$ cat src/rtl/dual_port_ram_be.sv
// -----------------------------------------------------------------------------
// dual_port_ram_be
//
// Simple dual-port RAM (one write port, one read port, shared clock) with
// per-byte write enables, a configurable read-during-write result, an
// optional extra output register, and a zero-fill sweep that runs after
// every reset and whenever 'clear' is requested.
//
// Parameters
//   DATA_WIDTH : word width in bits, multiple of 8
//   ADDR_WIDTH : address width, depth = 2**ADDR_WIDTH
//   RDW_MODE   : same-address read during write: 0 = old word, 1 = merged word
//   OUT_REG    : 1 = one extra output register stage (read latency 2)
//
// Ports
//   clock      : rising-edge clock
//   reset_n    : asynchronous active-low reset (starts a sweep)
//   clear      : request a zero-fill sweep of the whole memory
//   busy       : high while the sweep runs; user reads/writes are ignored
//   data       : write data
//   write_addr : write address
//   we         : write enable
//   be         : byte enables, be[i] covers data[8i+7:8i]
//   read_addr  : read address
//   re         : read enable
//   q          : read data, held between read results
//   q_valid    : one-cycle pulse when q carries a new read result
// -----------------------------------------------------------------------------
module dual_port_ram_be #(
   parameter int DATA_WIDTH = 16,
   parameter int ADDR_WIDTH = 5,
   parameter int RDW_MODE   = 0,
   parameter int OUT_REG    = 0
) (
   input  logic                    clock,
   input  logic                    reset_n,
   input  logic                    clear,
   output logic                    busy,
   input  logic [DATA_WIDTH-1:0]   data,
   input  logic [ADDR_WIDTH-1:0]   write_addr,
   input  logic                    we,
   input  logic [DATA_WIDTH/8-1:0] be,
   input  logic [ADDR_WIDTH-1:0]   read_addr,
   input  logic                    re,
   output logic [DATA_WIDTH-1:0]   q,
   output logic                    q_valid
);

   localparam int NB    = DATA_WIDTH / 8;
   localparam int DEPTH = 2 ** ADDR_WIDTH;

   typedef enum logic {
      S_IDLE,
      S_CLEAR
   } state_t;

   state_t                  state;
   logic [ADDR_WIDTH-1:0]   clr_cnt;
   logic [DATA_WIDTH-1:0]   mem [DEPTH];

   logic                    wr_ok;
   logic                    rd_ok;
   logic [DATA_WIDTH-1:0]   rd_word;
   logic                    rd_valid;
   logic [DATA_WIDTH-1:0]   rd_data;

   // User accesses only count while no sweep is running.
   assign wr_ok = we & ~busy;
   assign rd_ok = re & ~busy;

   // Sweep controller. busy is kept as its own flop, always equal to
   // (state == S_CLEAR), so the output comes straight from a register.
   // NOTE: sequential state uses non-blocking assignments so every flop
   // samples pre-edge values regardless of statement order.
   always_ff @(posedge clock or negedge reset_n) begin
      if (!reset_n) begin
         state   <= S_CLEAR;
         busy    <= 1'b1;
         clr_cnt <= '0;
      end else begin
         case (state)
            S_IDLE: begin
               if (clear) begin
                  state   <= S_CLEAR;
                  busy    <= 1'b1;
                  clr_cnt <= '0;
               end
            end
            S_CLEAR: begin
               // clear is ignored here: the sweep neither restarts nor extends.
               clr_cnt <= clr_cnt + ADDR_WIDTH'(1);
               if (clr_cnt == {ADDR_WIDTH{1'b1}}) begin
                  state <= S_IDLE;
                  busy  <= 1'b0;
               end
            end
            default: begin
               state <= S_CLEAR;
               busy  <= 1'b1;
            end
         endcase
      end
   end

   // Storage write port: sweep writes take priority over (ignored) user writes.
   // NOTE: the array has no reset so it can map onto RAM macros; zeroing is
   // done by the sweep that reset itself triggers.
   always_ff @(posedge clock) begin
      if (busy) begin
         mem[clr_cnt] <= '0;
      end else if (we) begin
         for (int i = 0; i < NB; i++) begin
            if (be[i]) begin
               mem[write_addr][8*i +: 8] <= data[8*i +: 8];
            end
         end
      end
   end

   // Read word, optionally with same-cycle write bytes forwarded.
   // NOTE: rd_word gets a full default before any conditional update so no
   // latch is inferred.
   always_comb begin
      rd_word = mem[read_addr];
      if (RDW_MODE != 0 && wr_ok && write_addr == read_addr) begin
         for (int i = 0; i < NB; i++) begin
            if (be[i]) begin
               rd_word[8*i +: 8] = data[8*i +: 8];
            end
         end
      end
   end

   // First read stage: data is only loaded on an accepted read so it holds
   // between results.
   always_ff @(posedge clock or negedge reset_n) begin
      if (!reset_n) begin
         rd_valid <= 1'b0;
         rd_data  <= '0;
      end else begin
         rd_valid <= rd_ok;
         if (rd_ok) begin
            rd_data <= rd_word;
         end
      end
   end

   generate
      if (OUT_REG != 0) begin : g_out_reg
         logic                  out_valid;
         logic [DATA_WIDTH-1:0] out_data;

         always_ff @(posedge clock or negedge reset_n) begin
            if (!reset_n) begin
               out_valid <= 1'b0;
               out_data  <= '0;
            end else begin
               out_valid <= rd_valid;
               if (rd_valid) begin
                  out_data <= rd_data;
               end
            end
         end

         assign q       = out_data;
         assign q_valid = out_valid;
      end else begin : g_no_out_reg
         assign q       = rd_data;
         assign q_valid = rd_valid;
      end
   endgenerate

endmodule

$ cat config.mk
export PLATFORM = sky130hd
export DESIGN_NAME = dual_port_ram_be
export DESIGN_NICKNAME = d
export VERILOG_FILES = /design/src/rtl/dual_port_ram_be.sv
export SDC_FILE = /design/constraint.sdc
export NUM_CORES = 1
export LEC_CHECK = 0
export BUFFER_PORTS_ARGS = -buffer_cell sky130_fd_sc_hd__clkbuf_2
export CAP_MARGIN = 40
export CORE_UTILIZATION = 65
export CTS_BUF_LIST = sky130_fd_sc_hd__clkbuf_4
export DETAILED_ROUTE_END_ITERATION = 7
export HOLD_SLACK_MARGIN = 0.12
export PLACE_DENSITY_LB_ADDON = 0.25
export SYNTH_ARGS = -nofsm -noshare
export SYNTH_HDL_FRONTEND = slang
export SYNTH_SLANG_ARGS = --single-unit
$ cat constraint.sdc
create_clock -name clock -period 2.75 [get_ports clock]
set_clock_uncertainty 0.1 [all_clocks]
set_input_delay 0.275 -clock clock [delete_from_list [all_inputs] [get_ports clock]]
set_output_delay 0.275 -clock clock [all_outputs]
set_load 0.01 [all_outputs]
==> results.yml <==
logic_synthesis:
  ys_types: 34
  syn_area_per_cell_um2: 17.60
  syn_inst: 1222
  syn_area_um2: 21510
  ys_ff_latch: 536
  yosys_warnings: 0
  synth_async_sr_flop_share_pct: 4.478
  syn_nets: 1257
  ys.flop_type: "edfxtp_1"
  yosysSeqAreaShare_pct: 74.29
  synth_edf_count: 512
drt:
  drt-wirelength-per-cell_um: 24.64
  antenna_left: 0
  drt_iter0_drc: 1096
  num_vias: 12399
  drc_errors: 0
  firstDrtPassIters: 5
  wirelength_mm: 49.49
  via_per_inst: 6.175
floorplanning:
  num_rows: 66
  die_h_um: 183.9
  pin_count: 51
  core_um2: 32540
  die_x_um: 183.9
  start_util_pct: 66.11
  dieArea_um2: 33820
cts:
  cts_root_buf: "clkbuf_4"
  cts_tree: "done"
  cts_setup_buffers: 0
  clock_sinks: 536
  htree_levels: 4
  path_clk_slew_ns: 0.07
  cts_buffer_depth: 3
  clock_latency_ns: 0.78
  cts_buffers: 132
timing:
  maxSlewHeadroom_pct: 42.10
  finalHoldViolations: 0
  rsz0062_at_grt: "true"
  fmax_mhz: 376.3
  tightest_slew_ns: 0.8653
  fin_crit_ns: 2.658
  setup_viol: 0
  finalSetupTns_ns: 0
  holdWs_ns: 0.1906
  maxSlewViolCount: 0
  period_share_pct: 96.65
setup_path:
  arrival_ns: 2.96
  required_ns: 3.05
  critPathMaxFanout: 13
  ff2ff_path_depth: 5
  crit_path_start: "busy$_DFFE_PN1P_"
  reg2reg_slack_ns: 0.09
  r2r-end: "mem[4][14]$_DFFE_PP_"
  start_kind: "flop"
  worst_setup_path_end_kind: "flop"
  r2r_start: "busy$_DFFE_PN1P_"
  path_class: "reg2reg"
place:
  port_buffers: 50
  dp_hpwl_mm: 29.72
  place_congestion: 0.8919
final_layout:
  multi_input_area_um2: 5096
  ff_latch_area_um2: 15980
  nFillCells: 1866
  area_growth_pct: 15.65
  drive_above_1_share_pct: 26.98
  final_util_pct: 76.45
  nets: 1511
grt:
  track_usage_pct: 30.65
  antenna_found_initial: 2
  grt_overflow: 0
  grt_pass1_vias: 12899
  grt_pass1_wl_mm: 74.75
  grt_max_degree: 65
power_and_ir_drop:
  p_leak_uw: 0.009350
  ir_worst_vdd_mv: 0.6024
  total_power_uw: 20560
  pwr_density_cell_nw_per_um2: 826.4
min_path:
  hold_depth: 3
  min_from: "clear"
  hold_end: "clr_cnt[4]$_DFFE_PN0P_"
  hp-class: "in2reg"
job:
  cap_violations: 0
outcome:
  outcome: "finished clean"
worst max-delay path, cell delays in order, from the launching register on:
cell	delay [ns]
dfstp_2	0.38
inv_1	0.07
o211a_2	0.39
mux2i_1	0.38
nand3_1	0.30
nor2_1	0.65
power by group:
| part | total [uW] | switching, uW | internal [uW] | leakage (uW) |
|---|---|---|---|---|
| clock | 6680 | 2990 | 3680 | 0.00102 |
| sequential | 10400 | 358 | 10100 | 0.00501 |
| combinational | 3440 | 2230 | 1210 | 0.00332 |
| total | 20600 | 5590 | 15000 | 0.00935 |
placed cells by master (no fill, tap or decap), types with 14 or more instances in the layout:
master,count
buf_4,106
clkbuf_4,187
nor2_1,63
a221oi_1,16
a22o_1,32
nand2_1,32
and2_1,16
mux2i_1,264
buf_12,14
a21oi_1,34
clkbuf_2,49
edfxtp_1,512
o41ai_2,16
dlygate4sd3_1,20
o22ai_1,17
a22oi_1,64
dfrtp_1,22
clkinv_1,19
a221oi_2,16
cells by family (layout without fill, tap and decap cells):
| family | count (synthesis) | count (layout) | share of synthesized area (%) |
|---|---|---|---|
| AO/OA/AOI/OAI | 202 | 202 | 8.010 |
| adder cells (fa/ha/maj) | 2 | 2 | 0.1163 |
| buffers and inverters | 72 | 414 | 2.187 |
| flip-flops | 536 | 536 | 74.29 |
| multiplexers | 268 | 268 | 12.50 |
| other | 0 | 2 | 0 |
| AND/OR/NAND/NOR | 142 | 142 | 2.903 |
worst max path at each step:
stage                            endpoint  slack (ns)  cells past startpoint
CTS                 mem[24][15]$_DFFE_PP_        0.01                      5
global route         mem[18][9]$_DFFE_PP_      -0.008                      7
finish               mem[4][14]$_DFFE_PP_        0.09                      5
detailed placement  mem[24][13]$_DFFE_PP_        0.02                      5
global placement    mem[24][14]$_DFFE_PP_        0.11                      5
floorplan           mem[17][10]$_DFFE_PP_        0.41                      7
cell usage after synthesis, types with 2 or more instances:
cell | number | area (um^2)
edfxtp_1 | 512 | 15370
mux2i_1 | 264 | 2643
nor2_1 | 68 | 255.2
a22oi_1 | 64 | 480.5
a21oi_1 | 34 | 170.2
nand2_1 | 33 | 123.9
a22o_1 | 32 | 280.3
dfrtp_1 | 22 | 550.5
clkbuf_1 | 20 | 75.07
buf_4 | 19 | 142.6
and2_1 | 17 | 106.4
o22ai_1 | 17 | 106.4
a221oi_1 | 16 | 140.1
a221oi_2 | 16 | 240.2
o41ai_2 | 16 | 260.3
buf_2 | 12 | 60.06
buf_1 | 9 | 33.78
nand3_1 | 9 | 45.04
nand2b_1 | 8 | 50.05
buf_6 | 5 | 56.30
buf_12 | 4 | 80.08
mux2_2 | 4 | 45.04
o21ai_0 | 4 | 20.02
nor2b_1 | 3 | 18.77
a21o_1 | 2 | 15.01
dfstp_2 | 2 | 52.55
ha_1 | 2 | 25.02
inv_1 | 2 | 7.510
what timing repair did:
item | 4_1_cts | 5_1_grt
gates resized for setup | 0 | 7
hold buffers | 21 | 0
endpoints found under the hold margin | 560 | 0
setup endpoints to repair | 0 | 328
state kept, by name, summed over array words and instances, names as in the netlist:
register / cells
busy: 1
clr_cnt: 5
mem: 512
q: 16
q_valid: 1
state: 1
final cells by class:
| type | count | area share, % |
|---|---|---|
| repair buffers | 190 | 6.177 |
| clock buffers | 187 | 5.644 |
| flip-flops and latches | 536 | 64.23 |
| clock inverters | 35 | 1.187 |
| multi-input cells | 614 | 20.49 |
| well taps | 442 | 2.223 |
| diodes | 2 | 0.02012 |
| inverters | 2 | 0.03018 |
through the flow:
step / area [um^2] / std cells / setup WS [ns]
6_report: 24880 / 2008 / 0.09226
5_1_grt: 24880 / 2008 / -0.008026
4_1_cts: 24860 / 2006 / 0.009705
3_5_place_dp: 22940 / 1763 / 0.01516
3_3_place_gp: 22940 / 1763 / 0.1145
2_1_floorplan: 21510 / 1222 / 0.4115
per-layer routing:
metal / vias to the layer above / routed length, um / track usage (%)
met5: - / 0 / 0
met4: 0 / 1568 / 12.60
met3: 114 / 3977 / 7.290
met2: 649 / 24670 / 49.77
met1: 6157 / 19270 / 40.10
li1: 5479 / - / -
(Power assumes the default switching activity.)
